[src/rtl/friscv_gpio_ctrl.sv]
// Banked GPIO controller on the native IO bus: per-pin output/OE, atomic set/clear,
// synchronised inputs and rise/fall edge interrupts with W1C status.
module friscv_gpio_ctrl #(
  parameter int ADDRW       = 15,
  parameter int XLEN        = 32,
  parameter int NB_BANK     = 2,
  parameter int SYNC_STAGES = 2
) (
  input  logic                    aclk,
  input  logic                    srst,
  input  logic                    mst_en,
  input  logic                    mst_wr,
  input  logic [ADDRW-1:0]        mst_addr,
  input  logic [XLEN-1:0]         mst_wdata,
  input  logic [XLEN/8-1:0]       mst_strb,
  output logic [XLEN-1:0]         mst_rdata,
  output logic                    mst_ready,
  input  logic [NB_BANK*XLEN-1:0] gpio_in,
  output logic [NB_BANK*XLEN-1:0] gpio_out,
  output logic [NB_BANK*XLEN-1:0] gpio_oe,
  output logic                    irq
);

  localparam int PW    = NB_BANK * XLEN;
  localparam int BANKW = ADDRW - 3;

  typedef enum logic {IDLE, ACK} state_t;

  state_t               state;
  state_t               state_next;
  logic                 exec;
  logic [BANKW-1:0]     bank_sel;
  logic [2:0]           reg_sel;
  logic [XLEN-1:0]      wmask;
  logic [XLEN-1:0]      rd_mux;
  logic [PW-1:0]        rd_flat;
  logic [NB_BANK-1:0]   stat_any;
  logic [PW-1:0]        sync_q [SYNC_STAGES];
  logic [PW-1:0]        prev_q;
  logic [PW-1:0]        sync_out;

  assign bank_sel = mst_addr[ADDRW-1:3];
  assign reg_sel  = mst_addr[2:0];
  assign sync_out = sync_q[SYNC_STAGES-1];

  for (genvar i = 0; i < XLEN/8; i++) begin : g_mask
    assign wmask[i*8 +: 8] = {8{mst_strb[i]}};
  end

  always_ff @(posedge aclk) begin
    if (srst) state <= IDLE;
    else      state <= state_next;
  end

  // An access executes only from IDLE; ACK swallows mst_en for one cycle.
  always_comb begin
    state_next = state;
    exec       = 1'b0;
    case (state)
      IDLE: begin
        if (mst_en) begin
          exec       = 1'b1;
          state_next = ACK;
        end
      end
      ACK:     state_next = IDLE;
      default: state_next = IDLE;
    endcase
  end

  always_ff @(posedge aclk) begin
    if (srst) begin
      for (int i = 0; i < SYNC_STAGES; i++) sync_q[i] <= '0;
      prev_q <= '0;
    end else begin
      sync_q[0] <= gpio_in;
      for (int i = 1; i < SYNC_STAGES; i++) sync_q[i] <= sync_q[i-1];
      prev_q <= sync_out;
    end
  end

  for (genvar b = 0; b < NB_BANK; b++) begin : g_bank
    logic [XLEN-1:0] out_q;
    logic [XLEN-1:0] oe_q;
    logic [XLEN-1:0] rise_q;
    logic [XLEN-1:0] fall_q;
    logic [XLEN-1:0] stat_q;
    logic [XLEN-1:0] pin;
    logic [XLEN-1:0] pin_prev;
    logic [XLEN-1:0] events;
    logic [XLEN-1:0] clr_mask;
    logic [XLEN-1:0] rd_word;
    logic            wr_hit;

    assign pin      = sync_out[b*XLEN +: XLEN];
    assign pin_prev = prev_q[b*XLEN +: XLEN];
    assign events   = (pin & ~pin_prev & rise_q) | (~pin & pin_prev & fall_q);
    assign wr_hit   = exec && mst_wr && (bank_sel == BANKW'(b));
    assign clr_mask = (wr_hit && reg_sel == 3'd5) ? (mst_wdata & wmask) : '0;

    always_ff @(posedge aclk) begin
      if (srst) begin
        out_q  <= '0;
        oe_q   <= '0;
        rise_q <= '0;
        fall_q <= '0;
        stat_q <= '0;
      end else begin
        if (wr_hit) begin
          case (reg_sel)
            3'd0:    out_q  <= (out_q & ~wmask) | (mst_wdata & wmask);
            3'd2:    oe_q   <= (oe_q & ~wmask) | (mst_wdata & wmask);
            3'd3:    rise_q <= (rise_q & ~wmask) | (mst_wdata & wmask);
            3'd4:    fall_q <= (fall_q & ~wmask) | (mst_wdata & wmask);
            3'd6:    out_q  <= out_q | (mst_wdata & wmask);
            3'd7:    out_q  <= out_q & ~(mst_wdata & wmask);
            default: ;
          endcase
        end
        // A new edge overrides a W1C landing on the same bit.
        stat_q <= (stat_q & ~clr_mask) | events;
      end
    end

    always_comb begin
      rd_word = '0;
      case (reg_sel)
        3'd0:    rd_word = out_q;
        3'd1:    rd_word = pin;
        3'd2:    rd_word = oe_q;
        3'd3:    rd_word = rise_q;
        3'd4:    rd_word = fall_q;
        3'd5:    rd_word = stat_q;
        default: rd_word = '0;
      endcase
    end

    assign rd_flat[b*XLEN +: XLEN]  = rd_word;
    assign gpio_out[b*XLEN +: XLEN] = out_q;
    assign gpio_oe[b*XLEN +: XLEN]  = oe_q;
    assign stat_any[b]              = |stat_q;
  end

  always_comb begin
    rd_mux = '0;
    for (int b = 0; b < NB_BANK; b++) begin
      if (bank_sel == BANKW'(b)) rd_mux = rd_flat[b*XLEN +: XLEN];
    end
  end

  always_ff @(posedge aclk) begin
    if (srst) begin
      mst_ready <= 1'b0;
      mst_rdata <= '0;
      irq       <= 1'b0;
    end else begin
      mst_ready <= exec;
      mst_rdata <= (exec && !mst_wr) ? rd_mux : '0;
      irq       <= |stat_any;
    end
  end

endmodule

[config.mk]
export PLATFORM = sky130hd
export DESIGN_NAME = friscv_gpio_ctrl
export DESIGN_NICKNAME = d
export VERILOG_FILES = /design/src/rtl/friscv_gpio_ctrl.sv
export SDC_FILE = /design/constraint.sdc
export NUM_CORES = 1
export LEC_CHECK = 0
export CORE_ASPECT_RATIO = 0.75
export CORE_MARGIN = 2
export CORE_UTILIZATION = 56
export CTS_CLUSTER_DIAMETER = 50
export CTS_CLUSTER_SIZE = 20
export DETAILED_ROUTE_END_ITERATION = 7
export HOLD_SLACK_MARGIN = 0.02
export MAX_ROUTING_LAYER = met4
export PLACE_DENSITY_LB_ADDON = 0.05
export RECOVER_POWER = 50
export SYNTH_ARGS = -nofsm -noshare
export SYNTH_HDL_FRONTEND = slang
export SYNTH_SLANG_ARGS = --single-unit
[constraint.sdc]
create_clock -name aclk -period 2.9 [get_ports aclk]
set_clock_uncertainty 0.15 [all_clocks]
set_input_delay 0.435 -clock aclk [delete_from_list [all_inputs] [get_ports aclk]]
set_output_delay 0.435 -clock aclk [all_outputs]
set_load 0.02 [all_outputs]
==> results.json, run 1 <==
{
  "synthCells": 2322,
  "critPathRequiredTime_ps": 3210,
  "ys.warnings.count": 0,
  "hold_viol_final": 0,
  "io_buffers": 280,
  "synth_fp_nets": 2441,
  "cp_slowest_cell": "or4_1",
  "core_sq_mm": 0.0408,
  "hold_buffers": 0,
  "grt_usage_pct": 34.9,
  "final_common_cell": "dfxtp_1",
  "wl_per_cell_um": 23.9,
  "violations": "max-capacitance violations, max-slew violations",
  "drc_errors": 0,
  "ios": 281,
  "cp-start-kind": "primary input",
  "synth-edff-count": 0,
  "finalSetupViolCount": 0,
  "post_cts_buffers": 0,
  "grt-ovfl-total": 0,
  "synth_area_sq_mm": 0.0232,
  "outcome": "finished with violations",
  "reg2reg_depth": 5,
  "synth-async-reset-ratio_pct": 0,
  "synth-seq-area-share_pct": 47.0,
  "ys_ff_latch": 546,
  "htree_levels": 2,
  "dieHeight_um": 180,
  "die_area_sq_mm": 0.0432,
  "min_to": "sync_q[0][24]",
  "critical_path_class": "primary input to register",
  "tightest_slew_ps": 1910,
  "hp-start": "srst",
  "cts.sinks": 546,
  "initial_core_util_pct": 56.9,
  "yosysTopAreaCell": "dfxtp_1",
  "avgSynthCellArea_sq_um": 10.0,
  "dp_hpwl_mm": 49.0,
  "fin_crit_ps": 2620,
  "grt_start_max_net_pins": 195,
  "rrSetupSlack_ps": 730,
  "gp_congestion": 0.904,
  "power.switching_mw": 3.46,
  "areaGrowthSynthToFinish_pct": 22.7,
  "clkSlewWorstSetupHoldPaths_ps": 70,
  "wl_mm": 74.9,
  "nets": 2693,
  "first_global_vias": 19105,
  "p_int_mw": 11.0,
  "rsz0062_at_grt": "no",
  "ir_worst_vdd_mv": 0.458,
  "cts_made_buffers": 40,
  "drtIter0Drc": 2255,
  "die_w_um": 239,
  "cts_buffer_depth": 3,
  "fmax_mhz": 381,
  "via_count": 19679,
  "whs_ps": 42.5,
  "drive_gt1_share_pct": 10.3,
  "yosysUniqueCellTypes": 50,
  "dpl_worst_slack_ps": -43.3,
  "cp_max_fo": 12,
  "insertion_delay_ps": 580,
  "drtAntennaViolNets": 0,
  "yosys-top-cells-area": "dfxtp_1 (47%), mux2i_1 (12%), nor2b_1 (7.0%)",
  "layout_common_cells": "dfxtp_1 (546), mux2i_1 (287), nor2b_1 (258)",
  "power_frac_clock_pct": 40.6,
  "root_buffer": "clkbuf_16",
  "grt_pass1_wl_mm": 114,
  "via_per_inst": 6.28,
  "slowest_delay_ps": 680,
  "p_sw_share_pct": 23.9,
  "firstDrtPassIters": 6,
  "rows": 64,
  "power_frac_seq_pct": 53.0,
  "p_leak_nw": 11.5,
  "r2r-end": "g_bank[1].stat_q[31]",
  "ys.flop_type": "dfxtp_1",
  "arrival_ps": 2940,
  "ctsResizeCount": 0,
  "slew_headroom_pct": -27.3,
  "pwr-share-comb_pct": 6.4,
  "min_path_type": "primary input to register",
  "cap_violations": 2,
  "r2r-start": "state",
  "crit_path_end_kind": "register",
  "cts_tree": "done",
  "slew_viol_final": 246,
  "min_path_cells": 2,
  "min_period_over_period_pct": 90.5,
  "setup_ws_ps": 276,
  "antenna_found_initial": 1,
  "synth_top_area_share_pct": 47.0,
  "p_per_area_mw_per_mm2": 507,
  "path_cells": "dlygate4sd3_1, or4_1, nor4_1, nand3b_1, clkbuf_2, o22ai_1"
}
==> cells by family (layout without fill, tap and decap cells) <==
| kind of cell | after synthesis | in the layout | synth area share, % |
|---|---|---|---|
| and+or+nand+nor | 809 | 809 | 22.2 |
| DFF | 546 | 546 | 47.0 |
| AOI/OAI and AO/OA | 453 | 453 | 12.6 |
| muxes | 337 | 337 | 14.9 |
| buffers and inverters | 177 | 458 | 3.25 |
| other | 0 | 1 | 0 |
==> layer usage <==
| metal | vias up | global-route usage [%] | wire, um |
|---|---|---|---|
| li1 | 8829 | - | - |
| met1 | 9607 | 46.9 | 31700 |
| met4 | 0 | 14.0 | 2900 |
| met3 | 219 | 5.32 | 6300 |
| met5 | - | - | 0 |
| met2 | 1024 | 52.8 | 34000 |
==> cell usage after synthesis (2+ instances only) <==
cell type,count
buf_1,10
o221a_2,16
or4_1,2
nor3_1,2
nand2_1,56
nor2b_1,260
a31oi_1,64
a211oi_1,12
dfxtp_1,546
mux2i_1,287
or3_1,2
nor4_1,19
mux2_2,48
nand3_1,10
buf_6,7
o31ai_1,64
nand4_1,4
clkbuf_1,128
o32ai_1,12
a32oi_1,16
mux4_2,2
a221oi_1,8
or2_2,2
o2bb2ai_1,8
nand2b_1,227
o21ai_0,124
nor2_1,23
buf_2,21
o22ai_1,43
or4_4,3
o21ai_1,45
a222oi_1,8
and3_1,36
nor3_4,2
nand3b_1,131
inv_1,7
a21oi_1,24
o211a_1,6
nand3_2,20
buf_4,3
nor3_2,5
==> how the worst max path moves through the flow <==
| stage | depth (start not counted) | endpoint | from |
|---|---|---|---|
| detailed placement | 6 | g_bank[0].stat_q[2] | mst_addr[8] |
| global route | 8 | register | mst_addr[8] |
| finish | 6 | mst_rdata[17] | mst_addr[8] |
| global placement | 6 | g_bank[1].out_q[31] | mst_addr[8] |
| CTS | 6 | g_bank[1].stat_q[31] | mst_addr[8] |
| floorplan | 7 | g_bank[0].stat_q[23] | mst_addr[8] |
==> cell type report <==
| type | count | area (sq um) |
|---|---|---|
| sequential | 546 | 10900 |
| tap | 528 | 661 |
| clock buffer | 46 | 1070 |
| fill | 3165 | 12300 |
| antenna | 1 | 2.50 |
| clock inverter | 25 | 262 |
| timing repair buffer | 379 | 4020 |
| multi-input combinational | 1599 | 11500 |
| inverter | 8 | 30.0 |
==> through the flow <==
stage | utilization (%) | power (mW) | setup TNS, ps | instance area, sq um | instances
floorplan | - | 8.33 | 0 | 23200 | 2322
global placement | 66.7 | 8.74 | 0 | 27300 | 3060
detailed placement | 66.7 | 8.75 | -102 | 27300 | 3060
CTS | 70.0 | 14.5 | 0 | 28600 | 3131
global route | 69.8 | 14.9 | 0 | 28500 | 3132
finish | 69.8 | 14.5 | 0 | 28500 | 3132
==> power groups by stage <==
stage,Clock (mW),Sequential [mW],Combinational (mW)
2_1_floorplan,0,7.81,0.517
3_3_place_gp,0,7.83,0.907
3_5_place_dp,0,7.83,0.915
4_1_cts,5.90,7.66,0.920
5_1_grt,6.23,7.67,0.975
6_report,5.86,7.66,0.930
==> worst max-delay path, delay by kind of cell <==
family | cells | cell delay (ps)
compound gates | 1 | 310
buf+inv | 2 | 880
simple gates | 3 | 1290
Note: power is estimated with default switching activity, not from simulation.
==> run 2: changes to the inputs <==
--- a/config.mk
+++ b/config.mk
@@ -11,6 +11,7 @@
 export CTS_CLUSTER_DIAMETER = 50
 export CTS_CLUSTER_SIZE = 20
 export DETAILED_ROUTE_END_ITERATION = 7
+export GPL_TIMING_DRIVEN = 0
 export HOLD_SLACK_MARGIN = 0.02
 export MAX_ROUTING_LAYER = met4
 export PLACE_DENSITY_LB_ADDON = 0.05
==> run 2 against run 1 <==
The run ends with negative setup slack left. Highest routed layer unchanged. Total power grew 4.1%. Via count grew 11%. Design area decreased by 1.1%. Hold slack improved by 190 ps. Wire length rose by 37%. Critical endpoint is now mst_rdata[5]. Clock power increased by 5.1%. First-iteration DRC count increased by 76%. Setup slack worse by 470 ps. Sequential share of layout area is 0.41 points higher. Largest cell class unchanged. Combinational power is 31% higher.
==> results.json, run 2 (synthesis gave the netlist of run 1 again) <==
{
  "outcome": "finished with violations",
  "violations": "negative setup slack",
  "cp_max_fo": 10,
  "nets": 2760,
  "die_w_um": 239,
  "ir_worst_vdd_mv": 0.495,
  "r2r-end": "mst_rdata[5]",
  "areaGrowthSynthToFinish_pct": 21.4,
  "cts.sinks": 546,
  "reg2reg_depth": 5,
  "critical_path_class": "primary input to register",
  "setup_ws_ps": -190,
  "finalSetupViolCount": 29,
  "firstDrtPassIters": 7,
  "p_leak_nw": 11.4,
  "min_to": "sync_q[0][32]",
  "drive_gt1_share_pct": 9.11,
  "final_cell_area_sq_mm": 0.0282,
  "wl_mm": 102,
  "r2r-start": "state",
  "min_path_type": "primary input to register",
  "slew_viol_final": 0,
  "drtAntennaViolNets": 0,
  "htree_levels": 2,
  "first_global_vias": 20867,
  "fmax_mhz": 324,
  "cts_tree": "done",
  "dieHeight_um": 180,
  "slew_headroom_pct": 12.5,
  "drc_errors": 0,
  "hold_viol_final": 0,
  "wl_per_cell_um": 32.0,
  "grt_start_max_net_pins": 21,
  "grt-ovfl-total": 0,
  "min_period_over_period_pct": 107,
  "rrSetupSlack_ps": 200,
  "die_area_sq_mm": 0.0432,
  "cts_made_buffers": 41,
  "via_count": 21787,
  "whs_ps": 233,
  "antenna_found_initial": 5,
  "fin_util_pct": 69.1,
  "dpl_worst_slack_ps": -1500,
  "grt_pass1_wl_mm": 144,
  "clkSlewWorstSetupHoldPaths_ps": 80,
  "hp-start": "gpio_in[32]",
  "initial_core_util_pct": 56.9,
  "dpl_cell_area_sq_mm": 0.0267,
  "critPathRequiredTime_ps": 3220,
  "ios": 281,
  "layout_common_cells": "dfxtp_1 (546), mux2i_1 (287), nor2b_1 (260)",
  "hold_buffers": 0,
  "cp-start-kind": "primary input",
  "insertion_delay_ps": 600,
  "root_buffer": "clkbuf_16",
  "core_sq_mm": 0.0408,
  "tightest_slew_ps": 1310,
  "p_total_mw": 15.0,
  "gp_congestion": 1.02,
  "final_common_cell": "dfxtp_1",
  "arrival_ps": 3410,
  "io_buffers": 279,
  "rows": 64,
  "nFillCells": 3171,
  "p_per_area_mw_per_mm2": 533,
  "cts_buffer_depth": 3,
  "crit_path_end_kind": "register",
  "drtIter0Drc": 3978,
  "fin_crit_ps": 3090,
  "min_path_cells": 2,
  "dp_hpwl_mm": 70.3,
  "cap_violations": 0,
  "via_per_inst": 6.81,
  "post_cts_buffers": 0,
  "grt_usage_pct": 47.5
}
run 2: layer usage:
layer | share of wire, % | up-vias | GRT usage (%)
li1 | - | 8957 | -
met1 | 39 | 10389 | 62.1
met2 | 40 | 1951 | 64.7
met3 | 15 | 490 | 15.8
met4 | 6.4 | 0 | 24.7
met5 | 0 | - | -
run 2: worst max path at each step:
stage / startpoint / end / slack (ps) / cells past startpoint
floorplan: mst_addr[8] / g_bank[0].stat_q[23] / 540 / 7
global placement: mst_addr[0] / mst_rdata[20] / -1510 / 8
detailed placement: mst_addr[0] / mst_rdata[20] / -1500 / 8
CTS: mst_addr[0] / mst_rdata[28] / -30 / 8
global route: mst_addr[2] / mst_rdata[20] / -1 / 8
finish: mst_addr[0] / mst_rdata[5] / -190 / 7
run 2: cell type report:
cell class	instances	area (sq um)	area share (%)
clock buffer	45	1060	3.76
clock inverter	23	333	1.18
inverter	8	33.8	0.120
antenna	4	10.0	0.0355
timing repair buffer	279	2790	9.90
tap	528	661	2.34
multi-input combinational	1599	11600	41.1
buffer	166	801	2.84
sequential	546	10900	38.7
run 2: where the power goes:
group          switching (mW)  leakage [nW]  internal, mW  total, mW
clock                    3.04         0.674          3.11       6.16
combinational           0.818          6.31         0.407       1.22
sequential             0.0667          4.43          7.60       7.66
run 2: through the flow:
stage	cells	setup TNS, ps
2_1_floorplan	2322	0
3_3_place_gp	3129	-222190
3_5_place_dp	3129	-226650
4_1_cts	3194	-27.6
5_1_grt	3197	-1.23
6_report	3198	-1580
run 2: timing repair:
| action | 4_1_cts | 5_1_grt |
|---|---|---|
| resized for setup | 52 | 44 |
| gates cloned | 0 | 0 |
| setup endpoints to repair | 147 | 86 |
| pin swaps | 0 | 1 |
| endpoints found under the hold margin | 0 | 0 |
run 2: critical path: stages:
cell	delay, ps
clkdlybuf4s50_1	540
buf_2	270
nor2_1	840
clkbuf_2	640
a32oi_1	190
o221a_2	160
o22ai_1	330
